--- config.mk ---
export PLATFORM = sky130hd
export DESIGN_NAME = rgb_pwm_fader_flat
export DESIGN_NICKNAME = d
export VERILOG_FILES = /design/src/rtl/rgb_pwm_fader_if.sv /design/src/rtl/rgb_pwm_fader.sv /design/src/flat_wrapper.sv
export SDC_FILE = /design/constraint.sdc
export NUM_CORES = 1
export LEC_CHECK = 0
export BUFFER_PORTS_ARGS = -buffer_cell sky130_fd_sc_hd__buf_2
export CAP_MARGIN = 20
export CORE_AREA = 2 2 103 105
export CTS_BUF_LIST = sky130_fd_sc_hd__clkbuf_8
export DETAILED_ROUTE_END_ITERATION = 10
export DIE_AREA = 0 0 105 107
export GPL_ROUTABILITY_DRIVEN = 0
export GPL_TIMING_DRIVEN = 1
export PLACE_DENSITY_LB_ADDON = 0.15
export RECOVER_POWER = 100
export SLEW_MARGIN = 20
export SYNTH_ARGS = -nofsm -noshare
export SYNTH_HDL_FRONTEND = slang
export SYNTH_SLANG_ARGS = --single-unit
--- constraint.sdc ---
create_clock -name CLK_48 -period 4.6 [get_ports CLK_48]
set_clock_uncertainty 0.05 [all_clocks]
set_input_delay 0.92 -clock CLK_48 [delete_from_list [all_inputs] [get_ports CLK_48]]
set_output_delay 0.92 -clock CLK_48 [all_outputs]
set_load 0.05 [all_outputs]
--- src/rtl/rgb_pwm_fader_if.sv ---
// rtl/rgb_pwm_fader_if.sv - target-colour handshake between a colour source and rgb_pwm_fader
interface rgb_pwm_fader_if #(
  parameter int PWM_BITS = 8
);
  logic                    COLOR_VALID;
  logic [3*PWM_BITS-1:0]   COLOR_RGB;
  logic                    COLOR_READY;

  modport master (output COLOR_VALID, output COLOR_RGB, input COLOR_READY);
  modport slave  (input COLOR_VALID, input COLOR_RGB, output COLOR_READY);
endinterface

--- src/rtl/rgb_pwm_fader.sv ---
// rtl/rgb_pwm_fader.sv - tri-colour active-low LED PWM with frame-synchronous one-level-per-step fades
module rgb_pwm_fader #(
  parameter int PWM_BITS    = 8,
  parameter int PRESCALE    = 188,
  parameter int FADE_FRAMES = 4
) (
  input  logic            CLK_48,
  input  logic            RST_N,
  rgb_pwm_fader_if.slave  color_if,
  output logic            FADE_BUSY,
  output logic            FRAME_STROBE,
  output logic            LED_R,
  output logic            LED_G,
  output logic            LED_B
);

  localparam int PS_W = (PRESCALE > 1) ? $clog2(PRESCALE) : 1;
  localparam int FC_W = (FADE_FRAMES > 1) ? $clog2(FADE_FRAMES) : 1;
  localparam logic [PS_W-1:0] PS_LAST = PS_W'(PRESCALE - 1);
  localparam logic [FC_W-1:0] FC_LAST = FC_W'(FADE_FRAMES - 1);

  typedef enum logic {S_IDLE, S_FADING} state_e;

  state_e                      state_q, state_d;
  logic [PS_W-1:0]             presc_q, presc_d;
  logic [PWM_BITS-1:0]         pwm_ctr_q, pwm_ctr_d;
  logic [FC_W-1:0]             fade_cnt_q, fade_cnt_d;
  logic [2:0][PWM_BITS-1:0]    cur_q, cur_d;
  logic [2:0][PWM_BITS-1:0]    tgt_q, tgt_d;
  logic [2:0][PWM_BITS-1:0]    shd_q, shd_d;
  logic [2:0]                  led_q, led_d;
  logic                        strobe_q, strobe_d;

  logic tick, frame_evt, accept, all_eq, step, ready;

  assign tick      = (presc_q == PS_LAST);
  assign frame_evt = tick && (&pwm_ctr_q);
  assign accept    = (state_q == S_IDLE) && color_if.COLOR_VALID;
  assign all_eq    = (cur_q == tgt_q);
  assign step      = (state_q == S_FADING) && frame_evt && (fade_cnt_q == FC_LAST);

  always_ff @(posedge CLK_48 or negedge RST_N) begin
    if (!RST_N) begin
      presc_q    <= '0;
      pwm_ctr_q  <= '0;
      fade_cnt_q <= '0;
      cur_q      <= '0;
      tgt_q      <= '0;
      shd_q      <= '0;
      led_q      <= '1;
      strobe_q   <= 1'b0;
    end else begin
      presc_q    <= presc_d;
      pwm_ctr_q  <= pwm_ctr_d;
      fade_cnt_q <= fade_cnt_d;
      cur_q      <= cur_d;
      tgt_q      <= tgt_d;
      shd_q      <= shd_d;
      led_q      <= led_d;
      strobe_q   <= strobe_d;
    end
  end

  // Shadow levels latch the pre-step cur_q, so a step shows from the following frame.
  always_comb begin
    presc_d    = tick ? '0 : presc_q + 1'b1;
    pwm_ctr_d  = tick ? pwm_ctr_q + 1'b1 : pwm_ctr_q;
    shd_d      = frame_evt ? cur_q : shd_q;
    tgt_d      = accept ? color_if.COLOR_RGB : tgt_q;
    strobe_d   = frame_evt;
    fade_cnt_d = fade_cnt_q;
    if (accept) begin
      fade_cnt_d = '0;
    end else if ((state_q == S_FADING) && frame_evt) begin
      fade_cnt_d = step ? '0 : fade_cnt_q + 1'b1;
    end
    cur_d = cur_q;
    led_d = '1;
    for (int i = 0; i < 3; i++) begin
      if (step && (cur_q[i] < tgt_q[i])) begin
        cur_d[i] = cur_q[i] + 1'b1;
      end else if (step && (cur_q[i] > tgt_q[i])) begin
        cur_d[i] = cur_q[i] - 1'b1;
      end
      led_d[i] = ~(pwm_ctr_q < shd_q[i]);
    end
  end

  always_ff @(posedge CLK_48 or negedge RST_N) begin
    if (!RST_N) begin
      state_q <= S_IDLE;
    end else begin
      state_q <= state_d;
    end
  end

  always_comb begin
    state_d = state_q;
    case (state_q)
      S_IDLE:   if (accept) state_d = S_FADING;
      S_FADING: if (all_eq) state_d = S_IDLE;
      default:  state_d = S_IDLE;
    endcase
  end

  always_comb begin
    ready = (state_q == S_IDLE);
  end

  assign color_if.COLOR_READY = ready;
  assign FADE_BUSY            = ~ready;
  assign FRAME_STROBE         = strobe_q;
  assign LED_R                = led_q[2];
  assign LED_G                = led_q[1];
  assign LED_B                = led_q[0];

endmodule

--- src/flat_wrapper.sv ---
// flat-port wrapper written by rule: the top's interface ports become plain ports
module rgb_pwm_fader_flat 
#(
  parameter int PWM_BITS    = 8,
  parameter int PRESCALE    = 188,
  parameter int FADE_FRAMES = 4
)
  (CLK_48, RST_N, FADE_BUSY, FRAME_STROBE, LED_R, LED_G, LED_B, color_if_COLOR_VALID, color_if_COLOR_RGB, color_if_COLOR_READY);
  rgb_pwm_fader_if #(.PWM_BITS(PWM_BITS)) color_if_i ();
  input  logic CLK_48;
  input  logic RST_N;
  output logic FADE_BUSY;
  output logic FRAME_STROBE;
  output logic LED_R;
  output logic LED_G;
  output logic LED_B;
  input wire logic [$bits(color_if_i.COLOR_VALID)-1:0] color_if_COLOR_VALID;
  input wire logic [$bits(color_if_i.COLOR_RGB)-1:0] color_if_COLOR_RGB;
  output wire logic [$bits(color_if_i.COLOR_READY)-1:0] color_if_COLOR_READY;
  assign color_if_i.COLOR_VALID = color_if_COLOR_VALID;
  assign color_if_i.COLOR_RGB = color_if_COLOR_RGB;
  assign color_if_COLOR_READY = color_if_i.COLOR_READY;
  rgb_pwm_fader #(.PWM_BITS(PWM_BITS), .PRESCALE(PRESCALE), .FADE_FRAMES(FADE_FRAMES)) u_core (.CLK_48(CLK_48), .RST_N(RST_N), .color_if(color_if_i), .FADE_BUSY(FADE_BUSY), .FRAME_STROBE(FRAME_STROBE), .LED_R(LED_R), .LED_G(LED_G), .LED_B(LED_B));
endmodule
; ---- Yosys cells after proc, flatten, opt, wreduce, memory -nomap -nowiden
; Index checks and enable logic that the tools add are counted.
[word_totals]
reg_bits = 95
latchBits = 0
mem_bits_rw = 0
romBits = 0
inputBits = 27
out_inout_bits = 6
elab_cells = 68
mem_count = 0
[classes]
n_addsub = 9
n_mul = 0
div_mod_pow = 0
n_lt_le_gt_ge = 9
eq_ne = 3
shift = 0
mux = 13
bitwise_logic = 4
n_reduce_logical = 15
[ops]
columns = op, count
row1 = 8-bit two-way mux, 7
row2 = 8-bit < comparator, 6
row3 = "8-bit by 1-bit adder with 8-bit output, second input constant", 5
row4 = 24-bit equality test, 1
row5 = 8-bit greater-than comparator, 3
row6 = "8-bit by 1-bit subtractor with 8-bit output, second input constant", 3
row7 = 1-bit logical AND, 10
row8 = "8-bit equality test, second input constant", 1
row9 = 8-bit AND reduction, 1
row10 = 2-bit nonzero test, 4
row11 = 2-bit two-way mux, 3
row12 = 1-bit inverter, 4
row13 = "2-bit by 1-bit adder with 2-bit output, second input constant", 1
row14 = "2-bit equality test, second input constant", 1
row15 = 1-bit two-way mux, 2
row16 = 1-bit one-hot mux with 2 select lines, 1

; ---- Logic depth before layout (Yosys ltp)
[logic_depth]
depth_word = 7
mapped_depth = 14
ltp_nobuf = 14

; ---- Least setup slack after synthesis
; OpenSTA, ideal clock, no wires.
[synth_path]
path_type = reg2reg
startpoint = register u_core.presc_q[0]
endpoint = register u_core.cur_q[14] in the netlist's numbering
setup_time_ns = 0.127
arrival_time_ns = 2.952
required_ns = 4.423
setup_slack_ns = 1.471
stages_incl_launch_ff = 14
n_path_buf = 1
period_less_slack_ns = 3.129
cell_sequence = dfrtp_1 > ha_1 > nand3b_2 > nor4_4 > and3_1 > buf_4 > nand2_1 > fa_1 > a21o_1 > a21oi_1 > o21bai_1 > a21oi_1 > xnor2_1 > mux2_1
[synth_between]
elab_chain_len = 6
elab_cells_between_ends = 8
classes_between = eq/ne: 1 / mux: 1 / reduce/logical: 6
[synth_rtl]
columns = element, line
row1 = start: declaration, rgb_pwm_fader.sv:25  ; logic [PS_W-1:0] presc_q, presc_d;
row2 = start signal: assignment, rgb_pwm_fader.sv:53  ; presc_q <= presc_d;
row3 = 8-bit equality test *, rgb_pwm_fader.sv:36  ; assign tick = (presc_q == PS_LAST);
row4 = 1-bit logical AND *, rgb_pwm_fader.sv:37  ; assign frame_evt = tick && (&pwm_ctr_q);
row5 = 1-bit logical AND * (2 in a row), rgb_pwm_fader.sv:40  ; assign step = (state_q == S_FADING) && frame_evt && (fade_cnt_q == FC_LAST);
row6 = 1-bit logical AND (on tied branches), "rgb_pwm_fader.sv:80, rgb_pwm_fader.sv:82"
row7 = 8-bit two-way mux / 2-bit nonzero test (equally long branches), n/a
row8 = end signal: assignment, rgb_pwm_fader.sv:56  ; cur_q <= cur_d;
row9 = end: declaration, rgb_pwm_fader.sv:28  ; logic [2:0][PWM_BITS-1:0] cur_q, cur_d;
; Mark *: on every way between the ends. The rest lies on a longest branch, timed or not.
; A chain may end at the register's enable or synchronous reset.

; ---- Worst setup path in the final report
; Same ends and word-level chain as after synthesis.

==> summary.txt <==
sequential cell area: 2380 sq um
fillers: 920
Worst path slowest cell: and3_1
CTS sink count: 95
total core area: 10100 sq um
post-DR wirelength/cell: 14.8 um
critical path depth: 12
Post-CTS Setup Inserts: 0
leakage: 0.00288 uW
Worst setup EP type: register
HPWL Detailed: 7.99 mm
area of the multi-input gates: 2780 sq um
clk root buf: clkbuf_8
Site Rows: 37
Via-to-Cell Ratio: 5.33
pwr dens: 260 nW/um^2
most used flip-flop cell after synthesis: dfrtp_1
Relative slew margins: -27.5%
global-route wire length before repair: 18.7 mm
layout cells sized above 1: 10.2%
Fmax achieved: 267 MHz
Die X: 105 um
hold crit path type: reg2reg
Mapped Cells: 554
number of synthesized register bits: 95
IO buf count: 32
CTS hold repair buffers: 0
final worst path period need: 3.75 ns
Detail Route Antenna Nets: 0
synthesized area: 5460 sq um
TritonCTS clock tree: yes
Clock Tree Buf Depth: 2
Avg Inst Size Synth: 9.85 sq um
# DRC: 0
Critical Path Source Type: register
Ports: 33
Final setup viols: 0
period utilization: 81.5%
R2R depth: 12
Synth top cells by count: dfrtp_1 (92), nand2_1 (74), ha_1 (66)
cell taking the most area after synthesis: dfrtp_1
Vias: 3873
Initial DRC Count: 139
final hold vios: 0
Setup TNS: 0 ns
RSZ-0062 raised after global routing: no
most frequent cell after synthesis: dfrtp_1
top post-synthesis cells by area: dfrtp_1 (42%), ha_1 (15%), o21ai_0 (5.7%), nand2_1 (5.1%), a21oi_1 (4.2%)
GR Overflow Total: 0
CP most frequent cell: a21oi_1
pins over their slew limit: 87
ant diodes: 0
Synth cell types: 39
Top delay family on crit path: simple AND/OR/NAND/NOR gates
Worst-Margin Slew: 1.91 ns
CTS H-tree depth: 3
final wirelength: 10.8 mm
Synth top area share: 42.2%
Crit path buffers/inverters: 0
Area Growth Syn to Fin: 8.00%
final worst slack: 0.851 ns
Pre-antenna DRT Iters: 4
crit path max fanout: 12
Initial Util: 54.1%
GRT Resource Usage Total: 20.8%
failing checks: max-capacitance violations, max-slew violations
largest net degree at the start of global routing: 63
sequential cell area fraction in the yosys report: 43.6%
total CTS buffers: 9
max cap viols: 2
Ys Warns: 0
Max VDD drop: 139 uV
Nets: 681
Worst-path clk slew: 0.09 ns
initial antenna violation count: 0
kind of critical path: reg2reg
number of global-route vias before repair: 4018
EDFF count, synth: 0
die extent in y: 107 um
CP required: 4.79 ns
worst path cell trace: ha_1, nand3b_2, nor4_1, and3_1, nand2_1, fa_1, a21o_1, a21oi_1, o21bai_1, a21oi_1, xnor2_1, mux2_1
Placement Setup Slack: 1.05 ns
Worst path max stage delay: 0.52 ns
outcome: complete, but fails checks
critical path arrival: 3.94 ns
CTS resizes: 0
Syn Nets: 650
Synth async-reset ratio: 100%
Clock Latency Late Sink: 0.36 ns
DIE AREA: 11200 sq um
Cells on Worst Hold Path: 1
path summary, 6_finish.rpt:
kind	startpoint	end	slack (ns)
min in group asynchronous	RST_N	u_core.tgt_q[16]$_DFFE_PN0P_	0.58
worst min register to register	u_core.presc_q[0]$_DFF_PN0_	u_core.presc_q[0]$_DFF_PN0_	0.42
worst min-delay path	u_core.presc_q[0]$_DFF_PN0_	u_core.presc_q[0]$_DFF_PN0_	0.42
worst max-delay path	u_core.presc_q[0]$_DFF_PN0_	u_core.cur_q[14]$_DFFE_PN0P_	0.85
max in group asynchronous	RST_N	u_core.shd_q[21]$_DFFE_PN0P_	1.80
worst max register to register	u_core.presc_q[0]$_DFF_PN0_	u_core.cur_q[14]$_DFFE_PN0P_	0.85
per-stage QoR:
stage / hold slack (ns) / cells / instance area [sq um] / total power [uW] / utilization [%]
after floorplan: 0.375 / 554 / 5460 / 952 / -
after global placement: 0.386 / 710 / 5750 / 997 / 56.9
after detailed placement: 0.404 / 710 / 5750 / 1000 / 56.9
after CTS: 0.417 / 726 / 5940 / 1550 / 58.8
after global routing: 0.435 / 726 / 5890 / 1610 / 58.4
final: 0.422 / 726 / 5890 / 1530 / 58.4
cells by family after synthesis:
group | after synthesis | share of synthesized area, %
compound gates | 138 | 14.1
xor+xnor | 32 | 5.14
fa+ha+maj | 69 | 16.2
buf+inv | 70 | 5.02
flops | 95 | 43.6
mux | 27 | 5.46
simple gates | 123 | 10.4
power by group:
part | switching (uW) | internal (uW) | leakage, uW | total (uW)
registers | 10.1 | 864 | 0.00124 | 874
clock network | 291 | 260 | 0.000108 | 551
logic | 69.7 | 40.1 | 0.00153 | 110
flip-flops by register name (all words and copies together), names as in the netlist:
name and cells:
u_core.presc_q 8, u_core.pwm_ctr_q 8, u_core.shd_q 24, u_core.fade_cnt_q 2, u_core.tgt_q 24, u_core.FRAME_STROBE 1, u_core.led_q 3, u_core.FADE_BUSY 1
u_core.cur_q 24
layout by cell type, fill, tap and decap left out, drive strengths merged, types with 5 or more instances in the layout:
cell	count
nand3	6
clkbuf	20
o21ai	62
o21a	5
buf	25
nand2	74
inv	57
nand2b	5
mux2	22
a21oi	46
xnor2	22
nor2	15
dfrtp	92
xor2	10
a21o	12
ha	66
mux2i	5
area by class of cell:
class	count	area share (%)
Sequential cell	95	40.4
Clock buffer	10	2.34
Tap cell	136	2.89
Inverter	55	3.50
Clock inverter	6	0.892
Timing Repair Buffer	35	2.80
Multi-Input combinational cell	389	47.2
metal layers:
metal  share of wire [%]  track usage, %  vias to the layer above
met3                 3.0            3.77                       19
li1                    -               -                     1950
met4                 1.9            9.43                        0
met1                  46            26.3                     1847
met2                  49            35.0                       57
met5                   0               0                        -
No activity file was read; power rests on OpenSTA's default activity.
